### config.mk
export PLATFORM = sky130hd
export DESIGN_NAME = decode_stage_flat
export DESIGN_NICKNAME = d
export VERILOG_FILES = /design/src/rtl/decode_stage_if.sv /design/src/rtl/decode_stage.sv /design/src/flat_wrapper.sv
export SDC_FILE = /design/constraint.sdc
export NUM_CORES = 1
export LEC_CHECK = 0
export BUFFER_PORTS_ARGS = -buffer_cell sky130_fd_sc_hd__buf_4
export CORE_ASPECT_RATIO = 1.2
export CORE_UTILIZATION = 40
export CTS_BUF_LIST = sky130_fd_sc_hd__clkbuf_4
export DETAILED_ROUTE_END_ITERATION = 10
export SLEW_MARGIN = 20
export SYNTH_ARGS = -nofsm -noshare
export SYNTH_HDL_FRONTEND = slang
export SYNTH_SLANG_ARGS = --single-unit
export TNS_END_PERCENT = 20
### constraint.sdc
create_clock -name clk -period 17.4 [get_ports clk]
set_clock_uncertainty 0.1 [all_clocks]
set_input_delay 1.74 -clock clk [delete_from_list [all_inputs] [get_ports clk]]
set_output_delay 1.74 -clock clk [all_outputs]
set_load 0.005 [all_outputs]
### src/rtl/decode_stage_if.sv
// Fetch-to-execute handshake bundle for the decode stage: the fetch side presents
// inst/pc, the execute side receives the decoded head entry.
interface decode_stage_if #(
    parameter int PC_W = 32
);
    logic            in_valid;
    logic            in_ready;
    logic [31:0]     in_inst;
    logic [PC_W-1:0] in_pc;

    logic            out_valid;
    logic            out_ready;
    logic [PC_W-1:0] out_pc;
    logic [31:0]     out_imm;
    logic [4:0]      out_alu_op;
    logic [4:0]      out_mem_access;
    logic            out_rf_we;
    logic [4:0]      out_rd;
    logic [4:0]      out_rs1;
    logic [4:0]      out_rs2;
    logic [1:0]      out_alu_rs1_sel;
    logic [1:0]      out_alu_rs2_sel;
    logic            out_wb_rf_sel;
    logic [4:0]      out_br_type;
    logic            out_illegal;

    // master drives fetch inputs and execute-side ready; slave is the decode stage
    modport master (
        output in_valid, in_inst, in_pc, out_ready,
        input  in_ready, out_valid, out_pc, out_imm, out_alu_op, out_mem_access,
               out_rf_we, out_rd, out_rs1, out_rs2, out_alu_rs1_sel, out_alu_rs2_sel,
               out_wb_rf_sel, out_br_type, out_illegal
    );

    modport slave (
        input  in_valid, in_inst, in_pc, out_ready,
        output in_ready, out_valid, out_pc, out_imm, out_alu_op, out_mem_access,
               out_rf_we, out_rd, out_rs1, out_rs2, out_alu_rs1_sel, out_alu_rs2_sel,
               out_wb_rf_sel, out_br_type, out_illegal
    );
endinterface

### src/rtl/decode_stage.sv
// RV32I(+M) decode stage: combinational decode of the fetched word into a bundle,
// buffered in a DEPTH-entry FIFO with valid/ready on both sides and synchronous flush.
module decode_stage #(
    parameter int DEPTH    = 2,
    parameter int ENABLE_M = 0,
    parameter int PC_W     = 32
) (
    input  logic          clk,
    input  logic          rst,
    input  logic          flush,
    decode_stage_if.slave bus,
    output logic [15:0]   illegal_cnt
);
    localparam int AW = $clog2(DEPTH);
    localparam logic [AW:0] FULL_COUNT = (AW+1)'(DEPTH);

    localparam logic [1:0] SRC1_REG1 = 2'd0;
    localparam logic [1:0] SRC1_PC   = 2'd1;
    localparam logic [1:0] SRC1_ZERO = 2'd2;
    localparam logic [1:0] SRC2_REG2 = 2'd0;
    localparam logic [1:0] SRC2_IMM  = 2'd1;
    localparam logic [1:0] SRC2_FOUR = 2'd2;
    localparam logic       FROM_ALU  = 1'b0;
    localparam logic       FROM_MEM  = 1'b1;
    localparam logic [4:0] NO_ACCESS = 5'd0;
    localparam logic [4:0] ALU_ADD   = 5'd0;

    localparam logic [6:0] OP_LUI    = 7'h37;
    localparam logic [6:0] OP_AUIPC  = 7'h17;
    localparam logic [6:0] OP_JAL    = 7'h6f;
    localparam logic [6:0] OP_JALR   = 7'h67;
    localparam logic [6:0] OP_BRANCH = 7'h63;
    localparam logic [6:0] OP_LOAD   = 7'h03;
    localparam logic [6:0] OP_STORE  = 7'h23;
    localparam logic [6:0] OP_IMM    = 7'h13;
    localparam logic [6:0] OP_REG    = 7'h33;

    typedef struct packed {
        logic [PC_W-1:0] pc;
        logic [31:0]     imm;
        logic [4:0]      alu_op;
        logic [4:0]      mem_access;
        logic            rf_we;
        logic [4:0]      rd;
        logic [4:0]      rs1;
        logic [4:0]      rs2;
        logic [1:0]      alu_rs1_sel;
        logic [1:0]      alu_rs2_sel;
        logic            wb_rf_sel;
        logic [4:0]      br_type;
        logic            illegal;
    } entry_t;

    logic [31:0] inst;
    logic [2:0]  funct3;
    logic [6:0]  funct7;
    logic [31:0] imm_i;
    logic [31:0] imm_s;
    logic [31:0] imm_b;
    logic [31:0] imm_j;
    logic [31:0] imm_u;

    assign inst   = bus.in_inst;
    assign funct3 = inst[14:12];
    assign funct7 = inst[31:25];
    assign imm_i  = {{20{inst[31]}}, inst[31:20]};
    assign imm_s  = {{20{inst[31]}}, inst[31:25], inst[11:7]};
    assign imm_b  = {{19{inst[31]}}, inst[31], inst[7], inst[30:25], inst[11:8], 1'b0};
    assign imm_j  = {{11{inst[31]}}, inst[31], inst[19:12], inst[20], inst[30:21], 1'b0};
    assign imm_u  = {inst[31:12], 12'b0};

    entry_t dec_entry;
    logic   dec_writes;
    logic   dec_legal;

    always_comb begin
        dec_entry             = '0;
        dec_writes            = 1'b1;
        dec_legal             = 1'b1;
        dec_entry.pc          = bus.in_pc;
        dec_entry.rd          = inst[11:7];
        dec_entry.rs1         = inst[19:15];
        dec_entry.rs2         = inst[24:20];
        dec_entry.alu_op      = ALU_ADD;
        dec_entry.mem_access  = NO_ACCESS;
        dec_entry.alu_rs1_sel = SRC1_REG1;
        dec_entry.alu_rs2_sel = SRC2_REG2;
        dec_entry.wb_rf_sel   = FROM_ALU;
        dec_entry.br_type     = {1'b0, inst[2], funct3};

        case (inst[6:0])
            OP_LUI: begin
                dec_entry.imm         = imm_u;
                dec_entry.alu_rs1_sel = SRC1_ZERO;
                dec_entry.alu_rs2_sel = SRC2_IMM;
                dec_entry.br_type     = {2'b00, funct3};
            end
            OP_AUIPC: begin
                dec_entry.imm         = imm_u;
                dec_entry.alu_rs1_sel = SRC1_PC;
                dec_entry.alu_rs2_sel = SRC2_IMM;
                dec_entry.br_type     = {2'b00, funct3};
            end
            // jumps compute the link address pc+4; the target comes from imm
            OP_JAL: begin
                dec_entry.imm         = imm_j;
                dec_entry.alu_rs1_sel = SRC1_PC;
                dec_entry.alu_rs2_sel = SRC2_FOUR;
                dec_entry.br_type     = {1'b1, inst[2], inst[3], inst[1:0]};
            end
            OP_JALR: begin
                dec_entry.imm         = imm_i;
                dec_entry.alu_rs1_sel = SRC1_PC;
                dec_entry.alu_rs2_sel = SRC2_FOUR;
                dec_entry.br_type     = {1'b1, inst[2], inst[3], inst[1:0]};
            end
            OP_BRANCH: begin
                dec_entry.imm     = imm_b;
                dec_writes        = 1'b0;
                dec_entry.br_type = {1'b1, inst[2], funct3};
            end
            OP_LOAD: begin
                dec_entry.imm         = imm_i;
                dec_entry.mem_access  = {2'b01, funct3};
                dec_entry.alu_rs2_sel = SRC2_IMM;
                dec_entry.wb_rf_sel   = FROM_MEM;
            end
            OP_STORE: begin
                dec_entry.imm         = imm_s;
                dec_entry.mem_access  = {2'b10, funct3};
                dec_entry.alu_rs2_sel = SRC2_IMM;
                dec_writes            = 1'b0;
            end
            OP_IMM: begin
                dec_entry.imm         = imm_i;
                dec_entry.alu_rs2_sel = SRC2_IMM;
                dec_entry.alu_op      = {(funct3 == 3'd5) && inst[30], 1'b0, funct3};
            end
            OP_REG: begin
                if (funct7 == 7'h00 || funct7 == 7'h20) begin
                    dec_entry.alu_op = {inst[30], 1'b0, funct3};
                end else if (funct7 == 7'h01 && ENABLE_M != 0) begin
                    dec_entry.alu_op = {2'b01, funct3};
                end else begin
                    dec_legal = 1'b0;
                end
            end
            default: dec_legal = 1'b0;
        endcase

        dec_entry.rf_we = dec_writes && (inst[11:7] != 5'd0);

        // an illegal word keeps only its pc so execute can trap precisely
        if (!dec_legal) begin
            dec_entry         = '0;
            dec_entry.pc      = bus.in_pc;
            dec_entry.illegal = 1'b1;
        end
    end

    entry_t        mem_q [DEPTH];
    entry_t        head_q, head_d;
    logic [AW-1:0] wr_ptr_q, wr_ptr_d;
    logic [AW-1:0] rd_ptr_q, rd_ptr_d;
    logic [AW:0]   count_q, count_d;
    logic [15:0]   illegal_cnt_q, illegal_cnt_d;
    logic          full;
    logic          empty;
    logic          push;
    logic          pop;

    assign full  = (count_q == FULL_COUNT);
    assign empty = (count_q == '0);
    assign push  = bus.in_valid && !full && !flush;
    assign pop   = !empty && bus.out_ready && !flush;

    always_comb begin
        wr_ptr_d      = wr_ptr_q;
        rd_ptr_d      = rd_ptr_q;
        count_d       = count_q;
        head_d        = head_q;
        illegal_cnt_d = illegal_cnt_q;

        if (flush) begin
            wr_ptr_d = '0;
            rd_ptr_d = '0;
            count_d  = '0;
        end else begin
            if (push) wr_ptr_d = wr_ptr_q + 1'b1;
            if (pop)  rd_ptr_d = rd_ptr_q + 1'b1;
            count_d = count_q + {{AW{1'b0}}, push} - {{AW{1'b0}}, pop};
        end

        if (push && dec_entry.illegal && illegal_cnt_q != 16'hFFFF) begin
            illegal_cnt_d = illegal_cnt_q + 16'd1;
        end

        // head register tracks the next head; bypass when it is being written now,
        // and hold the last value once the FIFO drains
        if (count_d != '0) begin
            head_d = (push && wr_ptr_q == rd_ptr_d) ? dec_entry : mem_q[rd_ptr_d];
        end
    end

    always_ff @(posedge clk) begin
        if (rst) begin
            wr_ptr_q      <= '0;
            rd_ptr_q      <= '0;
            count_q       <= '0;
            head_q        <= '0;
            illegal_cnt_q <= '0;
        end else begin
            wr_ptr_q      <= wr_ptr_d;
            rd_ptr_q      <= rd_ptr_d;
            count_q       <= count_d;
            head_q        <= head_d;
            illegal_cnt_q <= illegal_cnt_d;
        end
    end

    always_ff @(posedge clk) begin
        if (push) begin
            mem_q[wr_ptr_q] <= dec_entry;
        end
    end

    assign bus.in_ready        = !full;
    assign bus.out_valid       = !empty;
    assign bus.out_pc          = head_q.pc;
    assign bus.out_imm         = head_q.imm;
    assign bus.out_alu_op      = head_q.alu_op;
    assign bus.out_mem_access  = head_q.mem_access;
    assign bus.out_rf_we       = head_q.rf_we;
    assign bus.out_rd          = head_q.rd;
    assign bus.out_rs1         = head_q.rs1;
    assign bus.out_rs2         = head_q.rs2;
    assign bus.out_alu_rs1_sel = head_q.alu_rs1_sel;
    assign bus.out_alu_rs2_sel = head_q.alu_rs2_sel;
    assign bus.out_wb_rf_sel   = head_q.wb_rf_sel;
    assign bus.out_br_type     = head_q.br_type;
    assign bus.out_illegal     = head_q.illegal;
    assign illegal_cnt         = illegal_cnt_q;

endmodule

### src/flat_wrapper.sv
// flat-port wrapper written by rule: the top's interface ports become plain ports
module decode_stage_flat 
#(
    parameter int DEPTH    = 2,
    parameter int ENABLE_M = 0,
    parameter int PC_W     = 32
)
  (clk, rst, flush, illegal_cnt, bus_in_valid, bus_in_inst, bus_in_pc, bus_out_ready, bus_in_ready, bus_out_valid, bus_out_pc, bus_out_imm, bus_out_alu_op, bus_out_mem_access, bus_out_rf_we, bus_out_rd, bus_out_rs1, bus_out_rs2, bus_out_alu_rs1_sel, bus_out_alu_rs2_sel, bus_out_wb_rf_sel, bus_out_br_type, bus_out_illegal);
  decode_stage_if #(.PC_W(PC_W)) bus_i ();
  input  logic clk;
  input  logic rst;
  input  logic flush;
  output logic [15:0] illegal_cnt;
  input wire logic [$bits(bus_i.in_valid)-1:0] bus_in_valid;
  input wire logic [$bits(bus_i.in_inst)-1:0] bus_in_inst;
  input wire logic [$bits(bus_i.in_pc)-1:0] bus_in_pc;
  input wire logic [$bits(bus_i.out_ready)-1:0] bus_out_ready;
  output wire logic [$bits(bus_i.in_ready)-1:0] bus_in_ready;
  output wire logic [$bits(bus_i.out_valid)-1:0] bus_out_valid;
  output wire logic [$bits(bus_i.out_pc)-1:0] bus_out_pc;
  output wire logic [$bits(bus_i.out_imm)-1:0] bus_out_imm;
  output wire logic [$bits(bus_i.out_alu_op)-1:0] bus_out_alu_op;
  output wire logic [$bits(bus_i.out_mem_access)-1:0] bus_out_mem_access;
  output wire logic [$bits(bus_i.out_rf_we)-1:0] bus_out_rf_we;
  output wire logic [$bits(bus_i.out_rd)-1:0] bus_out_rd;
  output wire logic [$bits(bus_i.out_rs1)-1:0] bus_out_rs1;
  output wire logic [$bits(bus_i.out_rs2)-1:0] bus_out_rs2;
  output wire logic [$bits(bus_i.out_alu_rs1_sel)-1:0] bus_out_alu_rs1_sel;
  output wire logic [$bits(bus_i.out_alu_rs2_sel)-1:0] bus_out_alu_rs2_sel;
  output wire logic [$bits(bus_i.out_wb_rf_sel)-1:0] bus_out_wb_rf_sel;
  output wire logic [$bits(bus_i.out_br_type)-1:0] bus_out_br_type;
  output wire logic [$bits(bus_i.out_illegal)-1:0] bus_out_illegal;
  assign bus_i.in_valid = bus_in_valid;
  assign bus_i.in_inst = bus_in_inst;
  assign bus_i.in_pc = bus_in_pc;
  assign bus_i.out_ready = bus_out_ready;
  assign bus_in_ready = bus_i.in_ready;
  assign bus_out_valid = bus_i.out_valid;
  assign bus_out_pc = bus_i.out_pc;
  assign bus_out_imm = bus_i.out_imm;
  assign bus_out_alu_op = bus_i.out_alu_op;
  assign bus_out_mem_access = bus_i.out_mem_access;
  assign bus_out_rf_we = bus_i.out_rf_we;
  assign bus_out_rd = bus_i.out_rd;
  assign bus_out_rs1 = bus_i.out_rs1;
  assign bus_out_rs2 = bus_i.out_rs2;
  assign bus_out_alu_rs1_sel = bus_i.out_alu_rs1_sel;
  assign bus_out_alu_rs2_sel = bus_i.out_alu_rs2_sel;
  assign bus_out_wb_rf_sel = bus_i.out_wb_rf_sel;
  assign bus_out_br_type = bus_i.out_br_type;
  assign bus_out_illegal = bus_i.out_illegal;
  decode_stage #(.DEPTH(DEPTH), .ENABLE_M(ENABLE_M), .PC_W(PC_W)) u_core (.clk(clk), .rst(rst), .flush(flush), .bus(bus_i), .illegal_cnt(illegal_cnt));
endmodule
==> key figures, run 1 <==
Run status
  – Status: complete, no violations

Setup path
  – Worst setup SP type: primary input
  – Critical path capture point type: register
  – CP peak stage delay: 0.68 ns
  – Class of the most critical setup path: in2reg
  – CP startpoint: flush
  – R2R Path Start: u_core.count_q[0]
  – Worst Setup EP: u_core.bus.out_imm[16]
  – CP Data Required Time: 17.84 ns
  – Reg2reg end: u_core.bus.out_imm[16]
  – Worst r2r path cells: 10
  – CP max stage cell: buf_4
  – Crit path DAT: 5.21 ns
  – CP max FO: 60
  – Cells along the critical path: buf_4, and3b_1, ha_1, xnor3_1, a21oi_4, buf_4, buf_4, nand4_1, a21oi_1, nor4_1
  – R2R Setup Slk: 13.37 ns
  – Cell mode on critical path: buf_4

Route
  – Via-to-Cell Ratio: 5.444
  – Antenna-violating nets left: 0
  – DR pass1 iterations: 5
  – Routed WL: 37.54 mm
  – DRC: 0
  – Via count: 10490
  – Wire per inst: 19.48 um
  – Iteration-0 DRC count of the detailed router: 731

Synth
  – Syn_area_per_cell: 11.15 sq um
  – Synthesized cell area: 0.01356 sq mm
  – Synth Register Bits: 320
  – Synth cell types: 60
  – Synth Instances: 1216
  – Post-synth top flop: edfxtp_1
  – Share of the synthesized area in the top cell type: 44.30%
  – Async set-reset flop share out of synthesis: 0%
  – Commonest cells in the netlist: edfxtp_1 (200), nand2_1 (197), dfxtp_1 (120)
  – Ys Warns: 0
  – Area leader, netlist: edfxtp_1
  – Top post-synthesis cells by area: edfxtp_1 (44%), dfxtp_1 (18%), nand2_1 (5.5%)
  – Number of flops mapped to enable cells by yosys: 200
  – Synth Net Count: 1288
  – Count leader, synth: edfxtp_1
  – Seq/Total Area, Yosys: 62.02%

Power
  – Combinational fraction of design power: 9.0%
  – Power density cells: 102.3 mW/mm^2
  – Sequential power share: 50.4%
  – Net Sw Power: 415.8 uW
  – Net Sw Frac: 24.85%
  – Cell-internal power: 1.257 mW
  – Worst vdd ir: 0.05064 mV
  – Clock share of power: 40.6%
  – Lkg Pwr: 6.283 nW

Place
  – DP HPWL: 21.69 mm
  – Placed insts: 1771
  – # port buffers: 186
  – RD Place Congestion: 0.7936

Die
  – Initial Util: 40.78%
  – Horiz. Die Dim: 170.1 um
  – IO Pins: 188
  – Die ar.: 0.03464 sq mm
  – Die height: 203.7 um
  – Core Region: 0.03325 sq mm
  – # rows: 73

Timing
  – Final setup viols: 0
  – Max-slew violations: 0
  – RSZ-0062 raised after global routing: false
  – Setup TNS: 0 ns
  – Period minus WS final: 4.765 ns
  – Achievable Freq: 209.9 MHz
  – Final hold vios: 0
  – Tightest Pin Transition: 1.157 ns
  – Crit share post-route: 27.38%
  – Slew HR: 22.61%

Run
  – Max Cap Violations: 0

Layout
  – Fillers: 3149
  – Seq. cell area: 0.008408 sq mm
  – Area grow syn2layout: 20.65%
  – Non-filler instance count after layout: 1927
  – Area of the multi-input gates: 0.004657 sq mm
  – Layout cells sized above 1: 25.61%
  – Nets: 1478

Clocking
  – H-tree lvl count: 3
  – CTS Hold Bufs: 0
  – CTS max path bufs: 3
  – Worst-skew pair later-pin latency: 0.73 ns
  – Setup Fix Bufs, Post-CTS: 0
  – Clk slew on worst S/H paths: 0.07 ns
  – CTS Sinks: 320
  – Num CTS Buffers: 83
  – CTS root buf: clkbuf_4
  – Post_cts resized: 0
  – CTS tree: built

Global routing
  – Initial antenna violation count: 1
  – GR Util All Layers: 21.48%
  – Largest net degree at the start of global routing: 101
  – First-pass GRT wire length: 57.34 mm
  – Vias in the first global route: 10280
  – Global route overflow: 0

Min path
  – Hold crit path type: reg2reg
  – Hold Path Stages: 1
placed cells by master, fill, tap and decap left out, drive strengths merged, types with 3 or more instances in the layout:
cell / instances
buf: 201
nor2b: 8
ha: 3
o21a: 7
a21o: 6
a31oi: 6
o32ai: 72
clkbuf: 134
nor4: 11
nor2: 73
mux2: 23
edfxtp: 200
a22o: 4
o31ai: 11
nand2: 197
clkinv: 15
and2: 33
nand2b: 60
nor3b: 5
a211o: 4
nand4: 8
clkinvlp: 4
and3: 63
a32o: 14
a31o: 4
o21ai: 24
and4: 3
nand3: 41
or3: 3
inv: 25
a21oi: 42
or4: 10
dfxtp: 120
nor3: 10
a2111oi: 10
worst min-delay path by stage:
stage                                   to              startpoint  slack (ns)
floorplan            u_core.bus.out_pc[30]   u_core.bus.out_pc[30]        0.35
global placement    u_core.bus.out_imm[22]  u_core.bus.out_imm[22]        0.35
detailed placement  u_core.bus.out_imm[23]  u_core.bus.out_imm[23]        0.36
CTS                 u_core.bus.out_imm[23]  u_core.bus.out_imm[23]        0.38
global route        u_core.bus.out_imm[28]  u_core.bus.out_imm[28]        0.40
finish              u_core.bus.out_imm[23]  u_core.bus.out_imm[23]        0.37
registers in the layout (all words and copies together) (netlist names):
signal                      cells
u_core.count_q                  2
u_core.bus.out_pc              32
u_core.rd_ptr_q                 1
u_core.bus.out_alu_op           4
u_core.bus.out_rf_we            1
u_core.illegal_cnt             16
u_core.bus.out_rd               5
u_core.mem_q                  200
u_core.bus.out_br_type          5
u_core.bus.out_alu_rs1_sel      2
u_core.bus.out_illegal          1
u_core.bus.out_mem_access       5
u_core.bus.out_rs2              5
u_core.bus.out_rs1              5
u_core.bus.out_alu_rs2_sel      2
u_core.bus.out_imm             32
u_core.bus.out_wb_rf_sel        1
u_core.wr_ptr_q                 1
cell type report:
cell class,count,area share [%]
Inverter,24,0.5507
Timing Repair Buffer,201,9.224
Tap cell,450,3.442
Clock inverter,21,0.7496
Sequential cell,320,51.40
Multi-Input combinational cell,776,28.47
Clock buffer,134,6.150
Antenna cell,1,0.01530
cell families after synthesis:
group           share of synthesized area (%)
mux                                     2.086
fa+ha+maj                              0.2769
other cells                           0.02766
xor+xnor                               0.3968
buf+inv                                 3.977
compound gates                          11.66
simple gates                            19.56
flops                                   62.02
power groups by stage:
stage | Combinational, mW | Sequential, mW | Clock, mW
global placement | 0.150 | 0.859 | 0
global route | 0.166 | 0.844 | 0.734
floorplan | 0.0809 | 0.859 | 0
finish | 0.151 | 0.843 | 0.679
CTS | 0.153 | 0.842 | 0.697
detailed placement | 0.153 | 0.859 | 0
worst max-delay path, delay by kind of cell:
| kind | cells | cell delay (ns) |
|---|---|---|
| buffers and inverters | 3 | 1.22 |
| xor gates and xnor gates | 1 | 0.28 |
| AOI/OAI and AO/OA | 2 | 0.44 |
| adders and majority gates | 1 | 0.24 |
| and+or+nand+nor | 3 | 1.16 |
metrics by stage:
stage	setup WS [ns]	hold WS, ns	util [%]	total power, mW	area, sq um
after floorplan	10.05	0.3495	-	0.9396	13560
after global placement	12.03	0.3520	45.80	1.009	15230
after detailed placement	11.93	0.3616	45.80	1.012	15230
after CTS	12.71	0.3776	49.19	1.693	16360
after global routing	12.53	0.3978	49.20	1.744	16360
final	12.64	0.3717	49.20	1.673	16360
routing by layer:
layer | wire, um | GRT usage (%) | part of all wire [%]
met5 | 0 | 0 | 0
met4 | 639 | 7.465 | 1.7
met3 | 2481 | 4.910 | 6.6
met2 | 18210 | 35.25 | 49
met1 | 16210 | 27.79 | 43
No activity file was read; power rests on OpenSTA's default activity.
==> inputs of run 2 (changes only) <==
Clock period 17.4 ns to 4.07 ns, I/O delays scaled along.
==> run 2 against run 1 <==
Against the previous run: sequential share of layout area shrank 2.3 points; first-iteration DRC count grew 27%; clock power grew to 4.4 times the previous value; via count grew 2.0%; power grew to 4.4 times the previous value; combinational power grew to 4.7 times the previous value; sequential power grew to 4.3 times the previous value; critical path type is now reg2reg; global-route usage grew 0.39 points; setup slack lost 12 ns; die area is the same; clock-buffer cell count grew 6.
==> key figures, run 2 (synthesis results as in run 1) <==
Die
  – Die height: 203.7 um (unchanged)
  – Horiz. Die Dim: 170.1 um (unchanged)
  – Die ar.: 0.03464 sq mm (unchanged)
  – Core Region: 0.03325 sq mm (unchanged)
  – # rows: 73 (unchanged)
  – IO Pins: 188 (unchanged)
  – Initial Util: 40.78% (unchanged)

Setup path
  – Critical path capture point type: register (unchanged)
  – CP Data Required Time: 4.60 ns (was 17.84 ns)
  – CP max FO: 19 (was 60)
  – Worst setup SP type: register (was primary input)
  – Crit path DAT: 3.86 ns (was 5.21 ns)
  – R2R Setup Slk: 0.74 ns (was 13.37 ns)
  – Class of the most critical setup path: reg2reg (was in2reg)

Global routing
  – Initial antenna violation count: 2 (was 1)
  – Global route overflow: 0 (unchanged)
  – First-pass GRT wire length: 58.51 mm (was 57.34 mm)
  – GR Util All Layers: 21.87% (was 21.48%)
  – Vias in the first global route: 10380 (was 10280)
  – Largest net degree at the start of global routing: 83 (was 101)

Route
  – Via-to-Cell Ratio: 5.357 (was 5.444)
  – Antenna-violating nets left: 0 (unchanged)
  – Iteration-0 DRC count of the detailed router: 927 (was 731)
  – DRC: 0 (unchanged)
  – Wire per inst: 18.92 um (was 19.48 um)
  – DR pass1 iterations: 5 (unchanged)
  – Via count: 10700 (was 10490)
  – Routed WL: 37.78 mm (was 37.54 mm)

Clocking
  – CTS max path bufs: 3 (unchanged)
  – CTS Sinks: 320 (unchanged)
  – CTS root buf: clkbuf_4 (unchanged)
  – H-tree lvl count: 3 (unchanged)
  – Num CTS Buffers: 84 (was 83)
  – Worst-skew pair later-pin latency: 0.72 ns (was 0.73 ns)
  – CTS tree: built (unchanged)
  – Clk slew on worst S/H paths: 0.06 ns (was 0.07 ns)
  – Setup Fix Bufs, Post-CTS: 0 (unchanged)

Power
  – Power density cells: 427.7 mW/mm^2 (was 102.3 mW/mm^2)
  – Lkg Pwr: 6.623 nW (was 6.283 nW)
  – Worst vdd ir: 0.2180 mV (was 0.05064 mV)

Timing
  – Max-slew violations: 0 (unchanged)
  – RSZ-0062 raised after global routing: false (unchanged)
  – Tightest Pin Transition: 1.011 ns (was 1.157 ns)
  – Final hold vios: 0 (unchanged)
  – Final setup viols: 0 (unchanged)
  – Setup TNS: 0 ns (unchanged)
  – Achievable Freq: 300.3 MHz
  – Period minus WS final: 3.330 ns
  – Slew HR: 32.58% (was 22.61%)
  – Crit share post-route: 81.81%
  – Final worst slack: 0.7404 ns (was 12.64 ns)
  – Hold slack: 0.07880 ns (was 0.3717 ns)

Layout
  – Design area: 0.01712 sq mm (was 0.01636 sq mm)
  – Biggest register: u_core.mem_q (unchanged)
  – Max reg flops: 200 (unchanged)
  – Finished Core Util: 51.49% (was 49.20%)
  – Commonest non-fill, non-tap cells in the layout: buf_4 (205), edfxtp_1 (200), nand2_1 (196), clkbuf_4 (140), dfxtp_1 (120) (was buf_4 (201), edfxtp_1 (200), nand2_1 (196), clkbuf_4 (134), dfxtp_1 (120))
  – Area grow syn2layout: 26.26% (was 20.65%)
  – Layout cells sized above 1: 25.32% (was 25.61%)
  – Commonest non-fill, non-tap cell in the layout: buf_4 (unchanged)
  – Nets: 1547 (was 1478)

Run
  – Max Cap Violations: 0 (unchanged)

Place
  – # port buffers: 186 (unchanged)
  – RD Place Congestion: 0.8031 (was 0.7936)
  – Area after DPL: 0.01534 sq mm (was 0.01523 sq mm)
  – DP HPWL: 22.28 mm (was 21.69 mm)
  – Dpl ws: 0.6396 ns (was 11.93 ns)

Run status
  – Status: complete, no violations (unchanged)

Min path
  – Hold crit path type: in2reg (was reg2reg)
## run 2: cell count changes in the layout (fill, tap and decap cells not counted), sizes merged
cell / before / now
buf: 201 / 209
bufinv: 1 / 2
clkbuf: 134 / 140
clkinv: 15 / 9
clkinvlp: 4 / 3
diode: 1 / 3
dlygate4sd3: 0 / 60
## run 2: path summary, 6_finish.rpt
kind,end,depth (start not counted),startpoint
worst max-delay path,u_core.bus.out_rs2[1],11,u_core.count_q[1]
worst min-delay path,u_core.mem_q[1][5],3,bus_in_inst[0]
worst max register to register,u_core.bus.out_rs2[1],11,u_core.count_q[1]
worst min register to register,u_core.bus.out_imm[29],1,u_core.bus.out_imm[29]
## run 2: per-stage QoR
stage	power, mW	instances
finish	7.321	1997
global route	7.646	1997
CTS	7.409	1994
detailed placement	4.332	1779
global placement	4.323	1779
floorplan	4.012	1216
## run 2: area by class of cell
cell class / instances / area [sq um]
diodes: 3 / 7.507
clock inverters: 15 / 121.4
repair buffers: 269 / 2220
fillers: 3091 / 16130
clock buffers: 140 / 1051
flip-flops and latches: 320 / 8408
inverters: 24 / 90.09
multi-input cells: 776 / 4657
well taps: 450 / 563.0
## run 2: repair_timing
item,4_1_cts,5_1_grt
hold buffers,60,0
gates resized for setup,0,0
endpoints found under the setup margin,0,0
hold endpoints to repair,235,0
## run 2: where the power goes
group	internal (mW)	leakage (nW)	switching (mW)	total [mW]
clock	1.67	0.694	1.34	3.01
combinational	0.314	3.13	0.391	0.705
sequential	3.55	2.80	0.0542	3.60
## run 2: critical path, cell delays in order (launching register included)
cell     delay [ns]
dfxtp_1        0.34
o21a_2         0.27
nor2b_1        0.14
ha_1           0.28
inv_1          0.06
ha_1           0.14
xnor3_1        0.29
a21o_1         0.37
nor2_2         0.59
buf_4          0.39
o21ai_0        0.14
o32ai_1        0.14
## run 2: per-layer routing
layer	wire length, um	track usage (%)	part of all wire [%]	vias up
li1	-	-	-	5044
met1	16070	28.51	43	5165
met2	18130	35.32	48	432
met3	2767	4.735	7.3	57
met4	810	8.687	2.1	0
met5	0	0	0	-
